<file path="src/rtl/stream_select_mux.sv">
// stream_select_mux: takes one select token and one type token, then routes exactly one
// packet from the selected input to the output, tagging each beat. Optional: STREAM_SELECT_BEAT_COUNT_EN.
module stream_select_mux #(
    parameter int NUM_SELECT   = 4,
    parameter int DATA_WIDTH   = 64,
    parameter int TYPE_WIDTH   = 4,
    parameter int SELECT_WIDTH = $clog2(NUM_SELECT)
) (
    input  logic                             clk,
    input  logic                             rst,
    input  logic                             sel_valid,
    output logic                             sel_ready,
    input  logic [SELECT_WIDTH-1:0]          sel_data,
    input  logic                             type_valid,
    output logic                             type_ready,
    input  logic [TYPE_WIDTH-1:0]            type_data,
    input  logic [NUM_SELECT-1:0]            in_valid,
    output logic [NUM_SELECT-1:0]            in_ready,
    input  logic [NUM_SELECT*DATA_WIDTH-1:0] in_data,
    input  logic [NUM_SELECT-1:0]            in_last,
    output logic                             out_valid,
    input  logic                             out_ready,
    output logic [DATA_WIDTH-1:0]            out_data,
    output logic                             out_last,
    output logic [TYPE_WIDTH-1:0]            out_type,
    output logic                             state_dbg,
`ifdef STREAM_SELECT_BEAT_COUNT_EN
    output logic [31:0]                      beat_count,
    output logic [31:0]                      pkt_count,
`endif
    output logic                             sel_err
);

    // Every channel uses ready/valid: a transfer happens on a rising clk edge where both
    // valid and ready are 1; a source holds valid and its payload steady until that edge.

    typedef enum logic {
        IDLE   = 1'b0,
        ACTIVE = 1'b1
    } state_t;

    localparam logic [SELECT_WIDTH:0] SEL_LIMIT = (SELECT_WIDTH + 1)'(NUM_SELECT);

    state_t                  state;
    state_t                  state_next;
    logic [SELECT_WIDTH-1:0] sel_hold;
    logic                    sel_full;
    logic [TYPE_WIDTH-1:0]   type_hold;
    logic                    type_full;
    logic [TYPE_WIDTH-1:0]   type_q;
    logic                    active;
    logic                    both_full;
    logic                    sel_in_range;
    logic                    pair_go;
    logic                    pair_bad;
    logic                    mux_valid;
    logic [DATA_WIDTH-1:0]   mux_data;
    logic                    mux_last;
    logic                    out_hs;
    logic                    pkt_done;

    assign active     = (state == ACTIVE);
    assign both_full  = sel_full & type_full;
    assign sel_ready  = (state == IDLE) & ~sel_full;
    assign type_ready = (state == IDLE) & ~type_full;
    assign state_dbg  = active;

    // Next-state decision; an out-of-range select is consumed without ever going ACTIVE.
    always_comb begin
        state_next   = state;
        pair_go      = 1'b0;
        pair_bad     = 1'b0;
        sel_in_range = ({1'b0, sel_hold} < SEL_LIMIT);
        unique case (state)
            IDLE: begin
                if (both_full) begin
                    if (sel_in_range) begin
                        pair_go    = 1'b1;
                        state_next = ACTIVE;
                    end else begin
                        pair_bad = 1'b1;
                    end
                end
            end
            ACTIVE: begin
                if (pkt_done) begin
                    state_next = IDLE;
                end
            end
            default: state_next = IDLE;
        endcase
    end

    // Compare-based mux so an index beyond NUM_SELECT never reads past the bus.
    always_comb begin
        mux_valid = 1'b0;
        mux_data  = '0;
        mux_last  = 1'b0;
        in_ready  = '0;
        for (int i = 0; i < NUM_SELECT; i++) begin
            if (sel_hold == SELECT_WIDTH'(i)) begin
                mux_valid   = in_valid[i];
                mux_data    = in_data[i*DATA_WIDTH +: DATA_WIDTH];
                mux_last    = in_last[i];
                in_ready[i] = active & out_ready;
            end
        end
    end

    assign out_valid = active & mux_valid;
    assign out_data  = mux_data;
    assign out_last  = active & mux_last;
    assign out_type  = type_q;
    assign out_hs    = out_valid & out_ready;
    assign pkt_done  = out_hs & out_last;

    always_ff @(posedge clk) begin
        if (rst) begin
            state     <= IDLE;
            sel_hold  <= '0;
            sel_full  <= 1'b0;
            type_hold <= '0;
            type_full <= 1'b0;
            type_q    <= '0;
            sel_err   <= 1'b0;
        end else begin
            state <= state_next;
            if (sel_valid & sel_ready) begin
                sel_hold <= sel_data;
                sel_full <= 1'b1;
            end else if (pkt_done | pair_bad) begin
                sel_full <= 1'b0;
            end
            if (type_valid & type_ready) begin
                type_hold <= type_data;
                type_full <= 1'b1;
            end else if (pkt_done | pair_bad) begin
                type_full <= 1'b0;
            end
            // The tag is latched so new type tokens in IDLE do not disturb out_type.
            if (pair_go) begin
                type_q <= type_hold;
            end
            if (pair_bad) begin
                sel_err <= 1'b1;
            end
        end
    end

`ifdef STREAM_SELECT_BEAT_COUNT_EN
    always_ff @(posedge clk) begin
        if (rst) begin
            beat_count <= '0;
            pkt_count  <= '0;
        end else begin
            if (pair_go) begin
                beat_count <= '0;
            end else if (out_hs) begin
                beat_count <= beat_count + 32'd1;
            end
            if (pkt_done) begin
                pkt_count <= pkt_count + 32'd1;
            end
        end
    end
`endif

endmodule
</file>
<file path="config.mk">
export PLATFORM = sky130hd
export DESIGN_NAME = stream_select_mux
export DESIGN_NICKNAME = d
export VERILOG_FILES = /design/src/rtl/stream_select_mux.sv
export SDC_FILE = /design/constraint.sdc
export NUM_CORES = 1
export LEC_CHECK = 0
export CORE_AREA = 2 2 136 138
export CTS_BUF_LIST = sky130_fd_sc_hd__clkbuf_4 sky130_fd_sc_hd__clkbuf_8
export CTS_CLUSTER_DIAMETER = 30
export DETAILED_ROUTE_END_ITERATION = 16
export DIE_AREA = 0 0 138 140
export PLACE_DENSITY = 0.5
export SETUP_SLACK_MARGIN = 0.05
export SYNTH_ARGS = -nofsm -noshare
export SYNTH_HDL_FRONTEND = slang
export SYNTH_SLANG_ARGS = --single-unit
</file>
<file path="constraint.sdc">
create_clock -name clk -period 2.55 [get_ports clk]
set_clock_uncertainty 0.2 [all_clocks]
set_input_delay 0.765 -clock clk [delete_from_list [all_inputs] [get_ports clk]]
set_output_delay 0.765 -clock clk [all_outputs]
set_load 0.1 [all_outputs]
</file>
Word level (Yosys, flattened, before mapping):

Cells that the tools add are included.

* output and inout bits: 78
* flip-flop bits (word level): 13
* word-level logic and storage cells: 48

* bitwise operators: 13
* reduce and logical (&&, ||, !) cells: 3
* multiplexer cells: 23
* equal/unequal tests: 3

Operator list (count)
* $mux W64: 4
* $mux W1: 18
* $and A1 B1 Y1: 10
* $eq A2 B2 Y1 const B: 2
* $reduce_bool A2 Y1: 2
* $not A1 Y1: 3
* $eq A2 B1 Y1 const B: 1
* $logic_not A2 Y1: 1
* $pmux W1 S2: 1

Depth between registers and ports, before layout:

* depth after elaboration: 10
* gate-level depth with buffers: 6

Worst setup path before layout:

OpenSTA, ideal clock, no wires.

* kind: flip-flop to output port
* start: reg state (netlist: state_dbg)
* end: out in_ready[2]
* stages on the path, launching flop included: 3
* arrival time: 2571 ps
* buffers on the path: 0
* required time: 1585 ps
* setup slack: -986 ps
* path through: dfxtp_1 -> nand3_1 -> nor2_1

* word-level cells in the longest chain between the ends: 2

Ends and longest elaborated chain
* start: declaration: line 44 `state_t state;`
* start signal: assignment: line 127 `state <= state_next;`
* $and A1 B1 Y1: line 105 `in_ready[i] = active & out_ready;`
* $mux W1: line 101 `if (sel_hold == SELECT_WIDTH'(i)) begin`
* end: declaration: line 18 `output logic [NUM_SELECT-1:0] in_ready,`

No other way between the ends.

Final worst setup path:

* start: in in_data[147]
* end: out out_data[19]

* word-level cells in the longest chain between the ends: 2

Ends and longest elaborated chain
* start: declaration: line 19 `input logic [NUM_SELECT*DATA_WIDTH-1:0] in_data,`
* $mux W64 (2 in a row): line 101
* end: declaration: line 23 `output logic [DATA_WIDTH-1:0] out_data,`

No other way between the ends.

==> results by group <==
Worst setup path
  • Crit path kind: in -> out
  • CP Data Required Time: 1.59 ns
  • Crit path DAT: 1.68 ns
  • Slowest cell on crit path: mux4_2
  • CP Cell Sequence: dlygate4sd2_1 -> mux4_2 -> buf_12
  • CP bufs+invs: 2
  • Worst Setup Start Kind: primary input
  • R2r startpoint: sel_hold[0]
  • Crit-path max FO: 1
  • FF-to-FF setup slack: 0.80 ns
  • R2R Path End: state_dbg
  • Crit end category: primary output
  • Delay of the slowest critical-path stage: 0.49 ns
  • CP delay by family, top: multiplexers
  • Critical Path Start: in_data[147]
  • Reg2reg path depth: 8

Min path
  • Hold depth: 2
  • Hold WC Path Type: reg -> reg
  • Min-Delay Endpoint: type_hold[2]
  • Hold Crit Start: type_hold[2]

STA
  • Tmin final: 2.64 ns
  • Slew Limit Fails: 0
  • Setup Viol. Count Final: 66
  • Highest clock rate: 379 MHz
  • Final WS setup: -0.0907 ns
  • Final Hold Viols: 0
  • Crit share post-route: 104%
  • Hold slack: 0.297 ns
  • TNS Setup: -3.61 ns
  • RSZ-0062 raised after global routing: true

Die
  • Rows: 49
  • Die Wd: 138 um
  • Die H: 140 um
  • Ports: 353
  • Die area: 0.0193 mm2
  • Core region area: 0.0178 mm2
  • Initial cell density of the core: 12.0%

Synthesis
  • Syn Std Cell Area: 0.00213 mm2
  • Cell accounting for the most synthesized area: mux4_2
  • Most frequent cells after synthesis: 65 x mux4_2, 14 x nor2_1, 13 x dfxtp_1
  • Post-synthesis cell count: 147
  • Yosys Warn Count: 0
  • Synth Net Count: 422
  • Commonest register cell after synthesis: dfxtp_1
  • Post-synthesis sequential area ratio: 12.2%
  • Asr flop ratio synth: 0%
  • Yosys reg bits: 13
  • Top cells by area, synth: mux4_2 69%, dfxtp_1 12%, mux2i_1 4.7%
  • Count leader, synth: mux4_2
  • Syn avg cell area: 14.5 um2
  • Share of the synthesized area in the top cell type: 68.7%
  • Library cells used by synthesis: 20
  • EDFF count, synth: 0

Place
  • Final Wtd Congestion: 0.890
  • # port buffers: 351
  • Dpl hpwl: 13.0 mm
  • Area post-placement: 0.00679 mm2

Pwr
  • Max VDD drop: 0.000269 V
  • Lkg Pwr: 2.72 nW
  • Power per cell area: 430 mW/mm2

GRT
  • Vias in the first global route: 3443
  • Initial antenna violation count: 0
  • Gr ovfl total: 0
  • Largest net degree at the start of global routing: 32
  • GRT Util Overall: 15.0%
  • First-pass GRT wire length: 22.4 mm

Clock tree
  • CTS clk-pin slew, worst paths: 0.05 ns
  • Cts hold-fix bufs: 0
  • CTS tree: yes
  • Clk root buf: clkbuf_8
  • Clk_lat worst skew: 0.24 ns
  • H-tree depth reported by CTS: 1
  • Clock Tree Buf Depth: 2
  • CTS Buf Count: 3
  • Clk sinks: 13

Drt
  • DR DRC count: 0
  • Vias per cell: 4.09
  • Detail Route Antenna Nets: 0
  • Starting DRT DRC Count: 73
  • Final wirelength: 15.0 mm
  • Routed len/inst: 20.4 um
  • Pre-antenna DRT Iters: 4
  • Via count: 2997

Final layout
  • Layout net count: 780
  • Area Overhead vs Synth: 225%
  • # diodes: 0
  • Fin area: 0.00692 mm2
  • Final core occ: 38.9%
  • Layout cells sized above 1: 37.5%

Status
  • Status: finished, violations left
  • Failing checks: negative setup slack

Job
  • Max cap viols: 0
cells by family (layout without fill, tap and decap cells):
family          Yosys count  after routing  share of synthesized area (%)
buf+inv                  20            377                           5.29
flops                    13             13                           12.2
other cells               1              1                          0.176
simple gates             32             32                           7.23
compound gates            6              6                           1.64
mux                      75             75                           73.4
area by class of cell:
cell class | count | area (um2)
repair buffers | 372 | 4510
flip-flops and latches | 13 | 272
fillers | 1667 | 10900
multi-input cells | 114 | 1800
clock buffers | 4 | 48.8
well taps | 229 | 287
inverters | 1 | 3.75
sequential cells by signal (all words and copies together) (netlist names):
signal,cells
out_type,4
sel_full,1
sel_hold,2
state_dbg,1
type_full,1
type_hold,4
cell usage in the layout, fill, tap and decap left out, types with 3 or more instances in the layout:
cell               n
nor2_1             8
dlygate4sd2_1     10
nand2b_1           4
o22ai_1            4
nand2_1            5
clkdlybuf4s50_1    9
clkbuf_8           3
buf_4             13
dfxtp_1           10
nor2_4             4
mux4_2            65
buf_12            79
mux2i_1            9
clkdlybuf4s15_1  246
dfxtp_4            3
buf_6              7
buf_2              3
nand3_1            3
worst register-to-register path, delay by kind of cell (launching register included):
family | cells | cell delay, ns
DFF | 1 | 0.37
buffers and inverters | 4 | 0.50
muxes | 1 | 0.22
and+or+nand+nor | 1 | 0.19
AOI/OAI and AO/OA | 2 | 0.18
how the worst max path moves through the flow:
stage,endpoint,depth (start not counted),slack [ns]
finish,out_data[19],3,-0.09
floorplan,out_data[57],3,0.07
global route,out_data[35],4,-0.14
CTS,out_data[19],4,-0.11
detailed placement,out_last,4,-0.40
global placement,out_last,4,-0.41
report_power, final:
group	leakage, nW	internal [mW]	switching (mW)
sequential	0.109	0.219	0.0199
combinational	2.58	1.09	1.46
clock	0.0262	0.121	0.0690
total	2.72	1.43	1.55
stage by stage:
step           instances  worst slack [ns]  total power [mW]
2_1_floorplan        147            0.0700              1.69
3_5_place_dp         723            -0.398              2.87
3_3_place_gp         723            -0.406              2.86
6_report             733           -0.0907              2.98
4_1_cts              731            -0.107              2.99
5_1_grt              733            -0.143              3.07
timing repair:
item                       4_1_cts  5_1_grt
gates cloned                     1        1
resized for setup              531       12
buffers inserted                 3        1
setup endpoints to repair       70       66
pin swaps                        3        0
hold endpoints to repair         0        0
metal layers:
metal	wire [um]	GRT usage, %
met5	0	0
met4	153	2.15
met3	922	2.77
met2	7890	27.5
met1	6010	18.7
Note: power is estimated with default switching activity, not from simulation.
